===== config.mk =====
export PLATFORM = sky130hd
export DESIGN_NAME = serial_word_transmitter_flat
export DESIGN_NICKNAME = d
export VERILOG_FILES = /design/src/rtl/serial_word_transmitter_if.sv /design/src/rtl/serial_word_transmitter.sv /design/src/flat_wrapper.sv
export SDC_FILE = /design/constraint.sdc
export NUM_CORES = 1
export LEC_CHECK = 0
export CAP_MARGIN = 20
export CELL_PAD_IN_SITES_DETAIL_PLACEMENT = 0
export CELL_PAD_IN_SITES_GLOBAL_PLACEMENT = 1
export CORE_MARGIN = 4
export CORE_UTILIZATION = 39
export DETAILED_ROUTE_END_ITERATION = 10
export GPL_ROUTABILITY_DRIVEN = 0
export PLACE_DENSITY = 0.82
export SLEW_MARGIN = 20
export SYNTH_ARGS = -nofsm -noshare
export SYNTH_HDL_FRONTEND = slang
export SYNTH_SLANG_ARGS = --single-unit

===== constraint.sdc =====
create_clock -name clk -period 2.15 [get_ports clk]
set_input_delay 0.215 -clock clk [delete_from_list [all_inputs] [get_ports clk]]
set_output_delay 0.215 -clock clk [all_outputs]
set_load 0.02 [all_outputs]

===== src/rtl/serial_word_transmitter_if.sv =====
// Handshake and serial-side signals of serial_word_transmitter, bundled for port connection.
interface serial_word_transmitter_if #(
  parameter int WIDTH = 8
);
  logic [WIDTH-1:0] in_data;
  logic             in_valid;
  logic             in_ready;
  logic             ser_out;
  logic             ser_valid;
  logic             busy;
  logic             done;

  modport master (
    output in_data, in_valid,
    input  in_ready, ser_out, ser_valid, busy, done
  );

  modport slave (
    input  in_data, in_valid,
    output in_ready, ser_out, ser_valid, busy, done
  );
endinterface


===== src/rtl/serial_word_transmitter.sv =====
// Parallel-to-serial word transmitter with optional inter-word idle gap.
// Define SERIAL_TX_PREAMBLE_EN to precede every word with a "01" sync preamble.
module serial_word_transmitter #(
  parameter int WIDTH     = 8,
  parameter int MSB_FIRST = 1,
  parameter int GAP       = 0
) (
  input  logic                         clk,
  input  logic                         reset,
  serial_word_transmitter_if.slave     bus
);
  localparam int CW = $clog2(WIDTH);
  localparam logic [CW-1:0] CNT_LAST = CW'(WIDTH - 1);
  localparam logic [3:0]    GAP_LAST = 4'((GAP > 0) ? GAP - 1 : 0);

  typedef enum logic [1:0] {
    ST_IDLE,
`ifdef SERIAL_TX_PREAMBLE_EN
    ST_PRE,
`endif
    ST_DATA,
    ST_GAP
  } state_t;

  state_t           state_q, state_d;
  logic [WIDTH-1:0] shreg_q, shreg_d;
  logic [CW-1:0]    cnt_q, cnt_d;
  logic [3:0]       gap_q, gap_d;
  logic             ser_out_q, ser_out_d;
  logic             ser_valid_q, ser_valid_d;
  logic             busy_q, busy_d;
  logic             done_q, done_d;
  logic             accept;
`ifdef SERIAL_TX_PREAMBLE_EN
  logic             pre_q, pre_d;
`endif

  function automatic logic first_bit(input logic [WIDTH-1:0] w);
    return (MSB_FIRST != 0) ? w[WIDTH-1] : w[0];
  endfunction

  function automatic logic [WIDTH-1:0] shift_word(input logic [WIDTH-1:0] w);
    return (MSB_FIRST != 0) ? {w[WIDTH-2:0], 1'b0} : {1'b0, w[WIDTH-1:1]};
  endfunction

  assign bus.in_ready = (state_q == ST_IDLE) ||
                        ((state_q == ST_DATA) && (cnt_q == CNT_LAST) && (GAP == 0));
  assign accept = bus.in_valid && bus.in_ready;

  always_comb begin
    state_d   = state_q;
    shreg_d   = shreg_q;
    cnt_d     = cnt_q;
    gap_d     = gap_q;
    ser_out_d = 1'b1;
    done_d    = 1'b0;
`ifdef SERIAL_TX_PREAMBLE_EN
    pre_d     = pre_q;
`endif
    unique case (state_q)
      ST_IDLE: ;
`ifdef SERIAL_TX_PREAMBLE_EN
      ST_PRE: begin
        if (!pre_q) begin
          pre_d     = 1'b1;
          ser_out_d = 1'b1;
        end else begin
          state_d   = ST_DATA;
          cnt_d     = '0;
          ser_out_d = first_bit(shreg_q);
          shreg_d   = shift_word(shreg_q);
        end
      end
`endif
      ST_DATA: begin
        if (cnt_q != CNT_LAST) begin
          cnt_d     = cnt_q + CW'(1);
          ser_out_d = first_bit(shreg_q);
          shreg_d   = shift_word(shreg_q);
          done_d    = (cnt_q + CW'(1)) == CNT_LAST;
        end else if (GAP > 0) begin
          state_d = ST_GAP;
          gap_d   = '0;
        end else begin
          state_d = ST_IDLE;
        end
      end
      ST_GAP: begin
        if (gap_q == GAP_LAST) state_d = ST_IDLE;
        else                   gap_d   = gap_q + 4'd1;
      end
      default: state_d = ST_IDLE;
    endcase

    // An accept overrides the end-of-word transition so back-to-back words leave no bubble.
    if (accept) begin
`ifdef SERIAL_TX_PREAMBLE_EN
      state_d   = ST_PRE;
      pre_d     = 1'b0;
      shreg_d   = bus.in_data;
      ser_out_d = 1'b0;
`else
      state_d   = ST_DATA;
      cnt_d     = '0;
      ser_out_d = first_bit(bus.in_data);
      shreg_d   = shift_word(bus.in_data);
`endif
      done_d    = 1'b0;
    end

    busy_d      = (state_d != ST_IDLE);
    ser_valid_d = (state_d == ST_DATA)
`ifdef SERIAL_TX_PREAMBLE_EN
                  || (state_d == ST_PRE)
`endif
                  ;
  end

  always_ff @(posedge clk) begin
    if (reset) begin
      state_q     <= ST_IDLE;
      shreg_q     <= '0;
      cnt_q       <= '0;
      gap_q       <= '0;
      ser_out_q   <= 1'b1;
      ser_valid_q <= 1'b0;
      busy_q      <= 1'b0;
      done_q      <= 1'b0;
`ifdef SERIAL_TX_PREAMBLE_EN
      pre_q       <= 1'b0;
`endif
    end else begin
      state_q     <= state_d;
      shreg_q     <= shreg_d;
      cnt_q       <= cnt_d;
      gap_q       <= gap_d;
      ser_out_q   <= ser_out_d;
      ser_valid_q <= ser_valid_d;
      busy_q      <= busy_d;
      done_q      <= done_d;
`ifdef SERIAL_TX_PREAMBLE_EN
      pre_q       <= pre_d;
`endif
    end
  end

  assign bus.ser_out   = ser_out_q;
  assign bus.ser_valid = ser_valid_q;
  assign bus.busy      = busy_q;
  assign bus.done      = done_q;
endmodule


===== src/flat_wrapper.sv =====
// flat-port wrapper written by rule: the top's interface ports become plain ports
module serial_word_transmitter_flat 
#(
  parameter int WIDTH     = 8,
  parameter int MSB_FIRST = 1,
  parameter int GAP       = 0
)
  (clk, reset, bus_in_data, bus_in_valid, bus_in_ready, bus_ser_out, bus_ser_valid, bus_busy, bus_done);
  serial_word_transmitter_if #(.WIDTH(WIDTH)) bus_i ();
  input  logic clk;
  input  logic reset;
  input wire logic [$bits(bus_i.in_data)-1:0] bus_in_data;
  input wire logic [$bits(bus_i.in_valid)-1:0] bus_in_valid;
  output wire logic [$bits(bus_i.in_ready)-1:0] bus_in_ready;
  output wire logic [$bits(bus_i.ser_out)-1:0] bus_ser_out;
  output wire logic [$bits(bus_i.ser_valid)-1:0] bus_ser_valid;
  output wire logic [$bits(bus_i.busy)-1:0] bus_busy;
  output wire logic [$bits(bus_i.done)-1:0] bus_done;
  assign bus_i.in_data = bus_in_data;
  assign bus_i.in_valid = bus_in_valid;
  assign bus_in_ready = bus_i.in_ready;
  assign bus_ser_out = bus_i.ser_out;
  assign bus_ser_valid = bus_i.ser_valid;
  assign bus_busy = bus_i.busy;
  assign bus_done = bus_i.done;
  serial_word_transmitter #(.WIDTH(WIDTH), .MSB_FIRST(MSB_FIRST), .GAP(GAP)) u_core (.clk(clk), .reset(reset), .bus(bus_i));
endmodule

==> results.json <==
{
  "status": "completed",
  "postCtsHoldBufs": 0,
  "cts_max_path_buffers": 2,
  "antenna_found_initial": 0,
  "yosys.area.top_type": "dfxtp_1",
  "vias_per_cell": 5.309,
  "layout-drive-gt1-share": 0.1802,
  "ctsResizeCount": 0,
  "tritoncts": "built",
  "drcViolationCount": 0,
  "post_cts_buffers": 0,
  "place_hpwl_um": 1406,
  "setup_violations": 0,
  "postSynthAreaPerCell_um2": 10.21,
  "core_um2": 2276,
  "post-synth-top-area-fraction": 0.4172,
  "portBuffers": 15,
  "synth_seq_area_share": 0.4172,
  "grt_usage": 0.1235,
  "die_y_um": 57.61,
  "areaGrowthSynthToFinish_pct": 23.47,
  "start_util": 0.4217,
  "gr-total-overflow": 0,
  "vias": 738,
  "cpLargestDelayFamily": "buffers and inverters",
  "ys_ff_latch": 20,
  "fp.dieW_um": 57.61,
  "cp_max_fo": 4,
  "synthTopCellsByArea": "dfxtp_1, ha_1, a32oi_1",
  "rows": 17,
  "drt_iter0_markers": 16,
  "cp.buffers_inverters": 1,
  "nFillCells": 201,
  "fin_tns_setup_ns": 0,
  "ys_types": 36,
  "critical_path_required_ns": 1.93,
  "clk_latency_ns": 0.29,
  "num_antenna_cells": 0,
  "relSlewSlack": 0.6204,
  "routed_wirelength_um": 1888,
  "hold_viol_final": 0,
  "hp-class": "reg2reg",
  "arrival_ns": 1.80,
  "synthCells": 94,
  "p_per_area_nw_per_um2": 696.3,
  "cts_root_buf": "clkbuf_4",
  "post-place-ws_ns": 0.4478,
  "cts.clk_slew.worst_paths_ns": 0.11,
  "max_freq_mhz": 496.0,
  "nets": 128,
  "drv_cap": 0,
  "firstDrtPassIters": 4,
  "ant_nets": 0,
  "skew_ns": 0.005023,
  "crit_path_start_kind": "flop",
  "grt_pass1_vias": 739,
  "grt_pass1_wl_um": 3215,
  "pin_count": 16,
  "clock_sinks": 20,
  "synth_area_um2": 959.7,
  "period_needed_ns": 2.016,
  "rsz0062_at_grt": "false",
  "critPathCaptureType": "primary output",
  "cts-htree-levels": 1,
  "max_stage_delay_ns": 0.60,
  "finalCritPeriodShare": 0.9378,
  "die-area_um2": 3318,
  "finalWorstSetupSlack_ns": 0.1337,
  "leakagePower_nw": 0.4436,
  "path_common_cell": "ha_1",
  "syn_nets": 110,
  "wl_per_cell_um": 13.58,
  "slew_violations": 0,
  "vdd_drop_max_uv": 501.9,
  "critPathKind": "reg2out",
  "slowest_stage": "clkdlybuf4s50_1",
  "crit_chain": "ha_1 -> ha_1 -> nor2b_1 -> nor2_1 -> clkdlybuf4s50_1",
  "ys_warn_count": 0,
  "grt_max_degree": 17,
  "worst_pin_slew_ns": 0.5677,
  "numCtsBuffers": 3
}
==> Yosys cell counts <==
master,count
a2111oi_2,1
a21bo_2,1
a21oi_1,9
a32o_1,1
a32oi_1,6
and2b_4,2
buf_2,1
buf_4,2
buf_6,1
clkbuf_1,1
clkbuf_4,1
dfxtp_1,20
ha_1,5
inv_1,4
mux2_2,2
mux2i_1,1
nand2_1,1
nand2b_1,2
nand3_1,1
nand4_1,1
nand4b_1,1
nor2_1,7
nor2_4,1
nor2b_1,3
nor3_1,2
nor3_2,2
nor3b_2,1
o2111ai_1,1
o211ai_1,6
o21a_1,1
o21ai_0,1
o31ai_1,1
o32ai_2,1
or2b_4,1
or3b_1,1
xnor2_1,1
==> cell usage in the layout (no fill, tap or decap), types with 4 or more instances in the layout <==
master	count
a32oi_1	6
dfxtp_1	20
ha_1	5
o211ai_1	6
a21oi_1	9
inv_1	4
buf_4	4
nor2_1	7
clkdlybuf4s50_1	15
==> where the power goes <==
part / switching (W) / leakage, nW / internal [W]
sequential: 0.00000988 / 0.164 / 0.000388
combinational: 0.0000646 / 0.252 / 0.0000630
clock: 0.000111 / 0.0279 / 0.000188
==> kinds of logic (layout without fill, tap and decap cells) <==
| kind of cell | Yosys count | count (layout) | synth area share |
|---|---|---|---|
| AOI/OAI and AO/OA | 29 | 29 | 0.2321 |
| xor gates and xnor gates | 1 | 1 | 0.009128 |
| adders and majority gates | 5 | 5 | 0.06519 |
| buffers and inverters | 10 | 27 | 0.05996 |
| DFF | 20 | 20 | 0.4172 |
| muxes | 3 | 3 | 0.03390 |
| and+or+nand+nor | 26 | 26 | 0.1825 |
==> worst paths after layout <==
check                    startpoint                 to  slack, ns  depth (start not counted)
setup / recovery    u_core.cnt_q[0]       bus_in_ready       0.13                          5
hold / removal    u_core.shreg_q[6]  u_core.shreg_q[6]       0.50                          2
setup reg to reg    u_core.cnt_q[0]    u_core.cnt_q[1]       0.50                          6
hold reg to reg   u_core.shreg_q[6]  u_core.shreg_q[6]       0.50                          2
==> sequential cells by signal, indices dropped and copies added, names as in the netlist <==
register              flops
u_core.shreg_q            7
u_core.bus.ser_out        1
u_core.bus.done           1
u_core.cnt_q              3
u_core.bus.busy           1
u_core.bus.ser_valid      1
u_core.state_q            2
u_core.gap_q              4
==> per-stage QoR <==
| stage | total power (W) | utilization | instances | hold slack [ns] | cell area, um2 |
|---|---|---|---|---|---|
| finish | 0.0008250 | 0.5206 | 139 | 0.5021 | 1185 |
| global route | 0.0008621 | 0.5206 | 139 | 0.5222 | 1185 |
| CTS | 0.0008406 | 0.5206 | 139 | 0.5060 | 1185 |
| detailed placement | 0.0005337 | 0.4975 | 135 | 0.4861 | 1132 |
| global placement | 0.0005310 | 0.4975 | 135 | 0.4754 | 1132 |
| floorplan | 0.0004870 | - | 94 | 0.3235 | 959.7 |
==> cell type report <==
| cell class | instances | area [um2] | area share |
|---|---|---|---|
| Inverter | 4 | 15.01 | 0.01267 |
| Clock inverter | 1 | 30.03 | 0.02534 |
| Tap cell | 28 | 35.03 | 0.02957 |
| Clock buffer | 3 | 22.52 | 0.01901 |
| Multi-Input combinational cell | 64 | 501.7 | 0.4234 |
| Timing Repair Buffer | 19 | 180.2 | 0.1521 |
| Sequential cell | 20 | 400.4 | 0.3379 |
==> per-layer routing <==
metal,part of all wire,global-route usage,vias to the layer above,wire [um]
li1,-,-,383,-
met1,0.49,0.1565,345,932
met5,0,0,-,0
met2,0.46,0.2000,8,874
met3,0.037,0.02262,2,69
met4,0.0058,0.05960,0,11
==> worst min-delay path, stage by stage (launching register included) <==
cell and delay [ns]:
dfxtp_1 0.33, o211ai_1 0.07, a21oi_1 0.07
(Power assumes the default switching activity.)
